==> src/rtl/serpent_lt_pipe.sv <==
// serpent_lt_pipe
//   Pipelined bidirectional Serpent linear transform with valid/ready
//   handshake and full backpressure. Mode (forward/inverse) travels with
//   each beat, so modes may change beat to beat without bubbles.
//
// Parameters
//   PIPE_STAGES : 1 = whole LT in one register stage,
//                 2 = half A in stage 1, half B in stage 2.
// Ports
//   i_clk, i_rst      : clock, synchronous active-high reset
//   i_valid, o_ready  : input handshake
//   i_inv, i_data     : mode (1 = inverse) and {X0,X1,X2,X3}, X0 in [127:96]
//   o_valid, i_ready  : output handshake
//   o_inv, o_data     : mode and transformed word, same packing
module serpent_lt_pipe #(
  parameter int PIPE_STAGES = 1
) (
  input  logic         i_clk,
  input  logic         i_rst,
  input  logic         i_valid,
  output logic         o_ready,
  input  logic         i_inv,
  input  logic [127:0] i_data,
  output logic         o_valid,
  input  logic         i_ready,
  output logic         o_inv,
  output logic [127:0] o_data
);

  function automatic logic [31:0] rol(input logic [31:0] x, input int unsigned n);
    rol = (x << n) | (x >> (32 - n));
  endfunction

  function automatic logic [31:0] ror(input logic [31:0] x, input int unsigned n);
    ror = (x >> n) | (x << (32 - n));
  endfunction

  // First half of the transform in the selected direction. The inverse
  // half A undoes forward half B, so a split pipeline stays symmetric.
  function automatic logic [127:0] half_a(input logic inv, input logic [127:0] d);
    logic [31:0] x0, x1, x2, x3;
    {x0, x1, x2, x3} = d;
    if (!inv) begin
      x0 = rol(x0, 13);
      x2 = rol(x2, 3);
      x1 = x1 ^ x0 ^ x2;
      x3 = x3 ^ x2 ^ (x0 << 3);
      x1 = rol(x1, 1);
      x3 = rol(x3, 7);
    end else begin
      x2 = ror(x2, 22);
      x0 = ror(x0, 5);
      x2 = x2 ^ x3 ^ (x1 << 7);
      x0 = x0 ^ x1 ^ x3;
      x3 = ror(x3, 7);
      x1 = ror(x1, 1);
    end
    half_a = {x0, x1, x2, x3};
  endfunction

  function automatic logic [127:0] half_b(input logic inv, input logic [127:0] d);
    logic [31:0] x0, x1, x2, x3;
    {x0, x1, x2, x3} = d;
    if (!inv) begin
      x0 = x0 ^ x1 ^ x3;
      x2 = x2 ^ x3 ^ (x1 << 7);
      x0 = rol(x0, 5);
      x2 = rol(x2, 22);
    end else begin
      x3 = x3 ^ x2 ^ (x0 << 3);
      x1 = x1 ^ x0 ^ x2;
      x2 = ror(x2, 3);
      x0 = ror(x0, 13);
    end
    half_b = {x0, x1, x2, x3};
  endfunction

  if (PIPE_STAGES == 1) begin : g_one
    logic         r_vld;
    logic         r_inv;
    logic [127:0] r_data;
    logic         w_rdy;

    assign w_rdy = !r_vld || i_ready;

    always_ff @(posedge i_clk) begin
      if (i_rst) begin
        r_vld  <= 1'b0;
        r_inv  <= 1'b0;
        r_data <= '0;
      end else if (w_rdy) begin
        r_vld <= i_valid;
        // Data only moves with a real beat so o_data holds while idle.
        if (i_valid) begin
          r_inv  <= i_inv;
          r_data <= half_b(i_inv, half_a(i_inv, i_data));
        end
      end
    end

    assign o_ready = w_rdy;
    assign o_valid = r_vld;
    assign o_inv   = r_inv;
    assign o_data  = r_data;
  end else if (PIPE_STAGES == 2) begin : g_two
    logic         r_vld1, r_vld2;
    logic         r_inv1, r_inv2;
    logic [127:0] r_data1, r_data2;
    logic         w_rdy1, w_rdy2;

    // Ready ripples back combinationally from the output; no skid buffer.
    assign w_rdy2 = !r_vld2 || i_ready;
    assign w_rdy1 = !r_vld1 || w_rdy2;

    always_ff @(posedge i_clk) begin
      if (i_rst) begin
        r_vld1  <= 1'b0;
        r_inv1  <= 1'b0;
        r_data1 <= '0;
        r_vld2  <= 1'b0;
        r_inv2  <= 1'b0;
        r_data2 <= '0;
      end else begin
        if (w_rdy1) begin
          r_vld1 <= i_valid;
          if (i_valid) begin
            r_inv1  <= i_inv;
            r_data1 <= half_a(i_inv, i_data);
          end
        end
        if (w_rdy2) begin
          r_vld2 <= r_vld1;
          // Half B uses the mode captured with the beat, not i_inv.
          if (r_vld1) begin
            r_inv2  <= r_inv1;
            r_data2 <= half_b(r_inv1, r_data1);
          end
        end
      end
    end

    assign o_ready = w_rdy1;
    assign o_valid = r_vld2;
    assign o_inv   = r_inv2;
    assign o_data  = r_data2;
  end else begin : g_bad
    $error("serpent_lt_pipe: PIPE_STAGES must be 1 or 2");
  end

endmodule

==> config.mk <==
export PLATFORM = sky130hd
export DESIGN_NAME = serpent_lt_pipe
export DESIGN_NICKNAME = d
export VERILOG_FILES = /design/src/rtl/serpent_lt_pipe.sv
export SDC_FILE = /design/constraint.sdc
export NUM_CORES = 1
export LEC_CHECK = 0
export ABC_AREA = 1
export CORE_ASPECT_RATIO = 1.1
export CORE_MARGIN = 1.5
export CORE_UTILIZATION = 40
export CTS_CLUSTER_SIZE = 28
export DETAILED_ROUTE_END_ITERATION = 8
export DONT_BUFFER_PORTS = 1
export PLACE_DENSITY_LB_ADDON = 0.3
export SLEW_MARGIN = 0
export SYNTH_ARGS = -nofsm -noshare
export SYNTH_HDL_FRONTEND = slang
export SYNTH_SLANG_ARGS = --single-unit
==> constraint.sdc <==
create_clock -name i_clk -period 1.7 [get_ports i_clk]
set_input_delay 0.17 -clock i_clk [delete_from_list [all_inputs] [get_ports i_clk]]
set_output_delay 0.17 -clock i_clk [all_outputs]
set_load 0.03 [all_outputs]
# ---- Yosys cells after proc, flatten, opt, wreduce, memory -nomap -nowiden
# Cells that the tools add are included.
dict set report totals {
  regBits 130
  latchBits 0
  ramBits 0
  rom_bits 0
  output_inout_bits 131
  word_cells 52
  mem_count 0
}
dict set report op_classes {
  addsub 0
  multipliers 0
  n_div 0
  magnitude_cmp 0
  n_eq_ne 0
  n_shift 0
  muxes 20
  bitwise_logic 26
  n_reduce_logical 3
}
# op n
set op_table {}
lappend op_table {{$mux W32} 20}
lappend op_table {{$xor A32 B32 Y32} 14}
lappend op_table {{$or A10 B32 Y32} 1}
lappend op_table {{$or A19 B32 Y32} 1}
lappend op_table {{$or A25 B32 Y32} 1}
lappend op_table {{$or A27 B32 Y32} 1}
lappend op_table {{$or A29 B32 Y32} 1}
lappend op_table {{$or A31 B32 Y32} 1}
lappend op_table {{$or A32 B1 Y32} 1}
lappend op_table {{$or A32 B13 Y32} 1}
lappend op_table {{$or A32 B22 Y32} 1}
lappend op_table {{$or A32 B3 Y32} 1}
lappend op_table {{$or A32 B5 Y32} 1}
lappend op_table {{$or A32 B7 Y32} 1}
lappend op_table {{$reduce_and A2 Y1} 1}
lappend op_table {{$logic_not A1 Y1} 1}
lappend op_table {{$logic_or A1 B1 Y1} 1}

# ---- Logic depth before layout (Yosys ltp)
# Gate-level depths: netlist (run 1).
dict set report depth {
  word_depth 12
  ltp_mapped 14
}

# ---- Least setup slack after synthesis (run 1)
# OpenSTA, ideal clock, no wires.
dict set report synth_timing {
  path_kind {register to register}
  from {register g_one.r_vld (netlist: o_valid)}
  to {register g_one.r_data[22] (netlist: o_data[22])}
  arrival_time_ns 1.663
  required_ns 1.630
  setup_slack_ns -0.034
  stages_incl_launch_ff 7
  period_less_slack_ns 1.734
  cell_sequence {dfxtp_1 -> nand2_1 -> nand2_2 -> buf_2 -> clkbuf_1 -> nand2_1 -> a21oi_1}
}
dict set report synth_between {
  elab_chain_cells 3
}
# element line
set synth_rtl {}
lappend synth_rtl {{start, declared} 79} ;# logic r_vld;
lappend synth_rtl {{start signal, assigned} 92} ;# r_vld <= i_valid;
lappend synth_rtl {{$logic_not A1 Y1} 84} ;# assign w_rdy = !r_vld || i_ready;
lappend synth_rtl {{$logic_or A1 B1 Y1} 84}
lappend synth_rtl {{named net o_ready} 21} ;# output logic o_ready,
lappend synth_rtl {{$reduce_and A2 Y1 (no source line)} -}
lappend synth_rtl {{end signal, assigned} 96} ;# r_data <= half_b(i_inv, half_a(i_inv, i_data));
lappend synth_rtl {{end, declared} 81} ;# logic [127:0] r_data;
# The timed path passes the listed nets, and every way through them passes these cells.
# A chain may end at the register's enable or synchronous reset.

# ---- Final worst setup path (run 1)
dict set report layout_timing {
  from {register g_one.r_vld (netlist: o_valid)}
  to {register g_one.r_data[79] (netlist: o_data[79])}
}
dict set report layout_between {
  elab_chain_cells 3
}
# element line
set layout_rtl {}
lappend layout_rtl {{$logic_not A1 Y1} 84}
lappend layout_rtl {{$logic_or A1 B1 Y1} 84}
lappend layout_rtl {{$reduce_and A2 Y1 (no source line)} -}
# No other way between the ends.

==> out/metrics.csv, run 1 <==
metric,value,unit
ys async rst share,0,%
number of max-cap violations,0,
synthesized instance count,2683,
Fin. Hold Viols,83,
crit start category,flop,
Die X-Extent,181,um
Root Driver,clkbuf_16,
VDD IR max,820,uV
Slew HR,57.7,%
DR iter-0 viols,1871,
crit path cell chain,nand2_2 -> nand2_8 -> buf_12 -> nand2_1 -> a21oi_2 -> dlygate4sd3_1,
sequential-to-total area share from yosys stat,18.7,%
total wire length,66.4,mm
R2R depth,6,
fin crit share,94.0,%
row count,71,
NetSw,5.21,mW
first-pass GRT wire length,97.2,mm
CTS tree,done,
RSZ-0062 raised after global routing,no,
GPL Wtd Cong,1.03,
# IOs,264,
hold crit path type,in -> reg,
vias in the first global route,16300,
Worst-Skew Late Latency,480,ps
Worst Hold Launch,i_rst,
worst reg-to-reg setup slack,100,ps
failing checks,hold timing,
Tot GR Track Use,36.2,%
"Hold-fix buffers, CTS",6,
Main synth FF type,dfxtp_1,
Post-Route Setup TNS,0,ps
Slew @ Worst Pin,628,ps
logic gate share of total power,34.7,%
Mapped Nets,2816,
Tmin final,1600,ps
Hold WS,-183,ps
Initial Utilization,40.6,%
"Largest stage delay, worst path",550,ps
"Buf+Inv Stages, Crit Path",2,
utilization after layout,45.3,%
Yosys cell types,35,
critical path class,reg -> reg,
grt total ovfl,0,
TritonCTS Buffers,17,
DRC Markers,0,
initial antenna violation count,1,
power share of the clock group,33.0,%
Port Buffer Count,0,
Crit-path slowest cell,dlygate4sd3_1,
Post-synth EDFFs,0,
DR WL/cell,20.9,um
Worst EP arrival,2020,ps
critical path peak fanout,13,
fmax,626,MHz
Syn Area/Cell,5.19,um2
Detail Placement HPWL,52.3,mm
height of the die,199,um
CP top delay family,buffers and inverters,
DRT antenna net count,0,
DR vias,17800,
status,"finished, violations left",
Max Slew Vio Count,0,
Crit. End Element,flop,
clock transition at the registers of the reported paths,70,ps
sw frac,41.6,%
Clock H-tree levels,4,
core area,34300,um2
Max Clock Skew,17.9,ps
"Area growth, synth to finish",11.6,%
largest net degree at the start of global routing,196,
fillcell total,3852,
P per Cell Area,804,nW/um2
Die Area,36000,um2
Flop pwr share,32.4,%
Post-Syn Area,13900,um2
nets,2853,
r2r endpoint,o_data[79],
cell internal pwr,7.30,mW
Hold EP,o_data[110],
Lkg Pwr,8.82,nW
Worst R2R Start,o_valid,
Critical Path RT,2120,ps
first-pass iteration count of the detailed router,6,
share of layout cells above drive strength 1,7.03,%
WHS Path Cells,1,
Max Root-Sink Buffers,2,
Synth Warn #,0,
CTS Sinks,130,
number of synthesized register bits,130,
Finish-stage setup viols,0,
detail-routed via count per cell,5.62,
## flip-flops by register name, summed over array words and instances (netlist names)
signal,cells
o_data,128
o_valid,1
o_inv,1
## layout make-up
class	count	area, um2	share of cell area [%]
antenna	3	7.51	0.0483
clock buffer	24	502	3.23
clock inverter	8	124	0.797
inverter	342	1310	8.39
multi-input combinational	2115	9480	61.0
sequential	130	2600	16.7
tap	438	548	3.52
timing repair buffer	114	977	6.28
## power groups by stage
stage | sequential (mW) | combinational, mW | clock (mW)
floorplan | 4.10 | 2.95 | 0
global placement | 4.11 | 4.09 | 0
detailed placement | 4.11 | 4.15 | 0
CTS | 4.05 | 4.21 | 4.15
global route | 4.08 | 4.80 | 4.23
finish | 4.05 | 4.34 | 4.12
## cells by family (layout without fill, tap and decap cells)
kind of cell | count (synthesis) | after routing | synth area share, %
AO/OA/AOI/OAI | 245 | 245 | 9.28
XOR/XNOR | 41 | 41 | 2.63
buffers and inverters | 438 | 488 | 13.5
flip-flops | 130 | 130 | 18.7
other | 0 | 3 | 0
AND/OR/NAND/NOR | 1829 | 1829 | 56.0
## placed cells by master, fill, tap and decap left out, drive strengths merged
master       Yosys  layout
a21boi           1       1
xnor2           20      20
a31oi            6       6
a21oi          112     112
diode            0       3
o21a             1       1
inv            342     342
xor2            21      21
clkinvlp         0       2
clkinv           0       3
nor2           181     181
nand4           24      24
a21o             1       1
nand3b          69      69
or2              4       4
nand3          424     424
o211ai           3       3
and2             1       1
clkbuf          29      25
dfxtp          130     130
o21ai          120     120
nand2         1125    1125
nor3             1       1
o21bai           1       1
dlygate4sd3      0       5
bufinv           0       3
buf             67     108
## synth_stat cells (3+ instances only)
| cell | n | share of area (%) |
|---|---|---|
| xnor2_1 | 20 | 1.3 |
| buf_2 | 36 | 1.3 |
| a21oi_2 | 4 | 0.25 |
| nand3b_1 | 69 | 3.7 |
| buf_6 | 16 | 1.3 |
| nand2_1 | 1118 | 30 |
| dfxtp_1 | 130 | 19 |
| or2_1 | 3 | 0.13 |
| inv_1 | 322 | 8.7 |
| inv_2 | 20 | 0.54 |
| nor2_1 | 179 | 4.8 |
| o21ai_1 | 41 | 1.5 |
| clkbuf_1 | 28 | 0.75 |
| o21ai_2 | 7 | 0.44 |
| nand3_2 | 9 | 0.65 |
| xor2_1 | 20 | 1.3 |
| a21oi_1 | 108 | 3.9 |
| nand4_1 | 24 | 1.1 |
| o211ai_1 | 3 | 0.16 |
| buf_4 | 14 | 0.75 |
| nand3_1 | 415 | 15 |
| a31oi_1 | 6 | 0.27 |
| nand2_2 | 7 | 0.31 |
| o21ai_0 | 72 | 2.6 |
## worst max-delay path by stage
stage	depth (start not counted)	end	start	slack, ps
floorplan	6	o_data[22]	o_valid	80
global placement	6	o_data[115]	o_valid	20
detailed placement	10	o_data[123]	i_inv	10
CTS	6	o_data[115]	o_valid	8
global route	6	o_data[79]	o_valid	10
finish	6	o_data[79]	o_valid	100
## through the flow
stage	total power, mW	hold slack [ps]	worst slack, ps	cell area (um2)	cells
after detailed placement	8.27	258	10.7	14800	3131
after global routing	13.1	-185	14.2	15500	3171
final	12.5	-183	101	15500	3174
after CTS	12.4	-233	8.17	15500	3169
after floorplan	7.06	395	82.4	13900	2683
after global placement	8.20	253	18.5	14800	3131
## timing repair
item                                   4_1_cts  5_1_grt
endpoints found under the hold margin      110       86
gates resized for setup                      0        8
buffers inserted                             0        1
setup endpoints to repair                    0        8
## routing by layer
| layer | routed length (um) | vias to the layer above | track usage [%] |
|---|---|---|---|
| li1 | - | 8580 | - |
| met1 | 25400 | 8044 | 42.3 |
| met2 | 28800 | 983 | 57.7 |
| met3 | 6860 | 223 | 9.41 |
| met4 | 5350 | 0 | 26.1 |
| met5 | 0 | - | 0 |
Power figures use the tool's default switching activity.
==> inputs of run 2 (changes only) <==
Settings changed: CORE_UTILIZATION 40 to 55.
==> run 2 against run 1 <==
Compared with the run above:
- the flow still finishes with violations (hold timing)
- wire length down 6.5%
- hold slack worse by 11 ps
- register-to-register slack worse by 60 ps
- first-iteration DRC count up 27%
- combinational power down 3%
- final cell count down 4.9%
- total power down 2.5%
- critical path type unchanged
- largest power group unchanged
==> out/metrics.csv, run 2 (synthesis gave the netlist of run 1 again) <==
metric,value,unit,change
"worst slack, placed",-51.8,ps,-62.5 ps
Crit. End Element,flop,,
first-pass iteration count of the detailed router,6,,unchanged
detail-routed via count per cell,6.01,,+7.0%
NetSw,5.24,mW,+0.53%
"Area growth, synth to finish",8.86,%,
first-pass GRT wire length,92.3,mm,-5.0%
CTS Sinks,130,,unchanged
Lkg Pwr,8.66,nW,-1.7%
DR iter-0 viols,2385,,+27%
Max Clock Skew,12.9,ps,-5.00 ps
# IOs,264,,unchanged
total wire length,62.1,mm,-6.5%
crit start category,flop,,
Worst EP arrival,1970,ps,-50 ps
core area,24700,um2,-28%
logic gate share of total power,34.5,%,-0.2 points
P per Cell Area,804,nW/um2,about the same
DRT antenna net count,0,,unchanged
fmax,602,MHz,-3.7%
VDD IR max,591,uV,-28%
Worst Setup EP,o_valid,,
utilization after layout,61.4,%,+16 points
DR WL/cell,20.6,um,-1.7%
nets,2829,,-0.84%
antenna cells,0,,-3
Post-Route Setup TNS,0,ps,unchanged
crit path from,o_valid,,
hold crit path type,in -> reg,,
GPL Wtd Cong,1.06,,+3.1%
CTS tree,done,,
status,"finished, violations left",,
critical path peak fanout,62,,+49
vias in the first global route,16300,,-0.28%
Flop pwr share,33.6,%,+1.2 points
DR vias,18100,,+1.8%
Hold WS,-194,ps,-11.2 ps
Finish-stage setup viols,0,,unchanged
most frequent cells in the layout,"nand2_1, nand3_1, inv_1",,
Tmin final,1660,ps,+61.9 ps
Max Root-Sink Buffers,2,,unchanged
sw frac,42.9,%,+1.3 points
power share of the clock group,31.9,%,-1.1 points
Detail Placement HPWL,48.7,mm,-7.0%
Port Buffer Count,0,,unchanged
max reg flops,128,,unchanged
Fin. Hold Viols,91,,+9.6%
initial antenna violation count,3,,+2
Critical Path RT,2010,ps,-110 ps
final worst setup slack,39.5,ps,-61.9 ps
share of layout cells above drive strength 1,5.95,%,-1.1 points
number of max-cap violations,0,,unchanged
clock transition at the registers of the reported paths,70,ps,about the same
DRC Markers,0,,unchanged
cell internal pwr,6.96,mW,-4.7%
R2R depth,5,,-1
Slew @ Worst Pin,904,ps,+276 ps
grt total ovfl,0,,unchanged
worst reg-to-reg setup slack,40,ps,-60 ps
row count,60,,-15%
failing checks,hold timing,,
"most common cell after layout, fill and taps aside",nand2_1,,
Tot GR Track Use,46.1,%,+10 points
Worst-Skew Late Latency,440,ps,-40 ps
Max Slew Vio Count,0,,unchanged
Die X-Extent,155,um,-14%
"Hold-fix buffers, CTS",13,,+7
r2r endpoint,o_valid,,
critical path class,reg -> reg,,
Die Area,26300,um2,-27%
largest net degree at the start of global routing,212,,+8.2%
Initial Utilization,56.4,%,+16 points
"Setup Fix Bufs, Post-CTS",0,,unchanged
height of the die,170,um,-14%
Slew HR,39.7,%,-18 points
Clock H-tree levels,4,,unchanged
TritonCTS Buffers,17,,unchanged
fillcell total,2574,,-33%
fin crit share,97.7,%,+3.6 points
Worst R2R Start,o_valid,,
Root Driver,clkbuf_16,,
run 2: stage by stage:
step / std cells / cell area, um2 / total power [mW]
6_report: 3018 / 15200 / 12.2
5_1_grt: 3018 / 15200 / 12.7
4_1_cts: 3018 / 15100 / 12.0
3_5_place_dp: 2974 / 14400 / 8.15
3_3_place_gp: 2974 / 14400 / 8.05
2_1_floorplan: 2683 / 13900 / 7.06
run 2: power by group through the flow:
stage	Combinational [mW]	Clock, mW	Sequential, mW
2_1_floorplan	2.95	0	4.10
3_3_place_gp	3.90	0	4.15
3_5_place_dp	3.99	0	4.16
4_1_cts	4.06	3.87	4.09
5_1_grt	4.61	4.00	4.12
6_report	4.21	3.89	4.10
run 2: how the worst min path moves through the flow:
stage                     cells after the start        from  slack (ps)          end
after detailed placement                      1       i_rst         250  o_data[110]
after floorplan                               3  i_data[50]         400   o_data[57]
after global routing                          1       i_rst        -210  o_data[110]
final                                         1       i_rst        -190   o_data[97]
after global placement                        1       i_rst         250   o_data[97]
after CTS                                     1       i_rst        -200   o_data[53]
run 2: layer usage:
metal	vias to the layer above	share of wire, %	global-route usage, %
li1	8532	-	-
met1	8137	36	54.6
met2	1218	42	71.0
met3	258	13	13.7
met4	2	7.9	33.8
met5	-	0.016	0
run 2: layout make-up:
cell class                      instances  area (um2)  area share [%]
Sequential cell                       130        2600            17.2
Clock buffer                           18         439            2.90
Multi-Input combinational cell       2115        9470            62.4
Clock inverter                         13         138           0.907
Inverter                              342        1300            8.55
Timing Repair Buffer                   90         838            5.53
Tap cell                              310         388            2.56
run 2: what timing repair did:
action | 4_1_cts | 5_1_grt
endpoints found under the hold margin | 106 | 91
resized for setup | 0 | 8
endpoints found under the setup margin | 0 | 9
run 2: worst max-delay path: stages, from the launching register on:
cell and delay [ps]:
dfxtp_1 340, nand2_2 90, nand2_4 120, buf_12 300
a21oi_1 110, dlygate4sd3_1 570
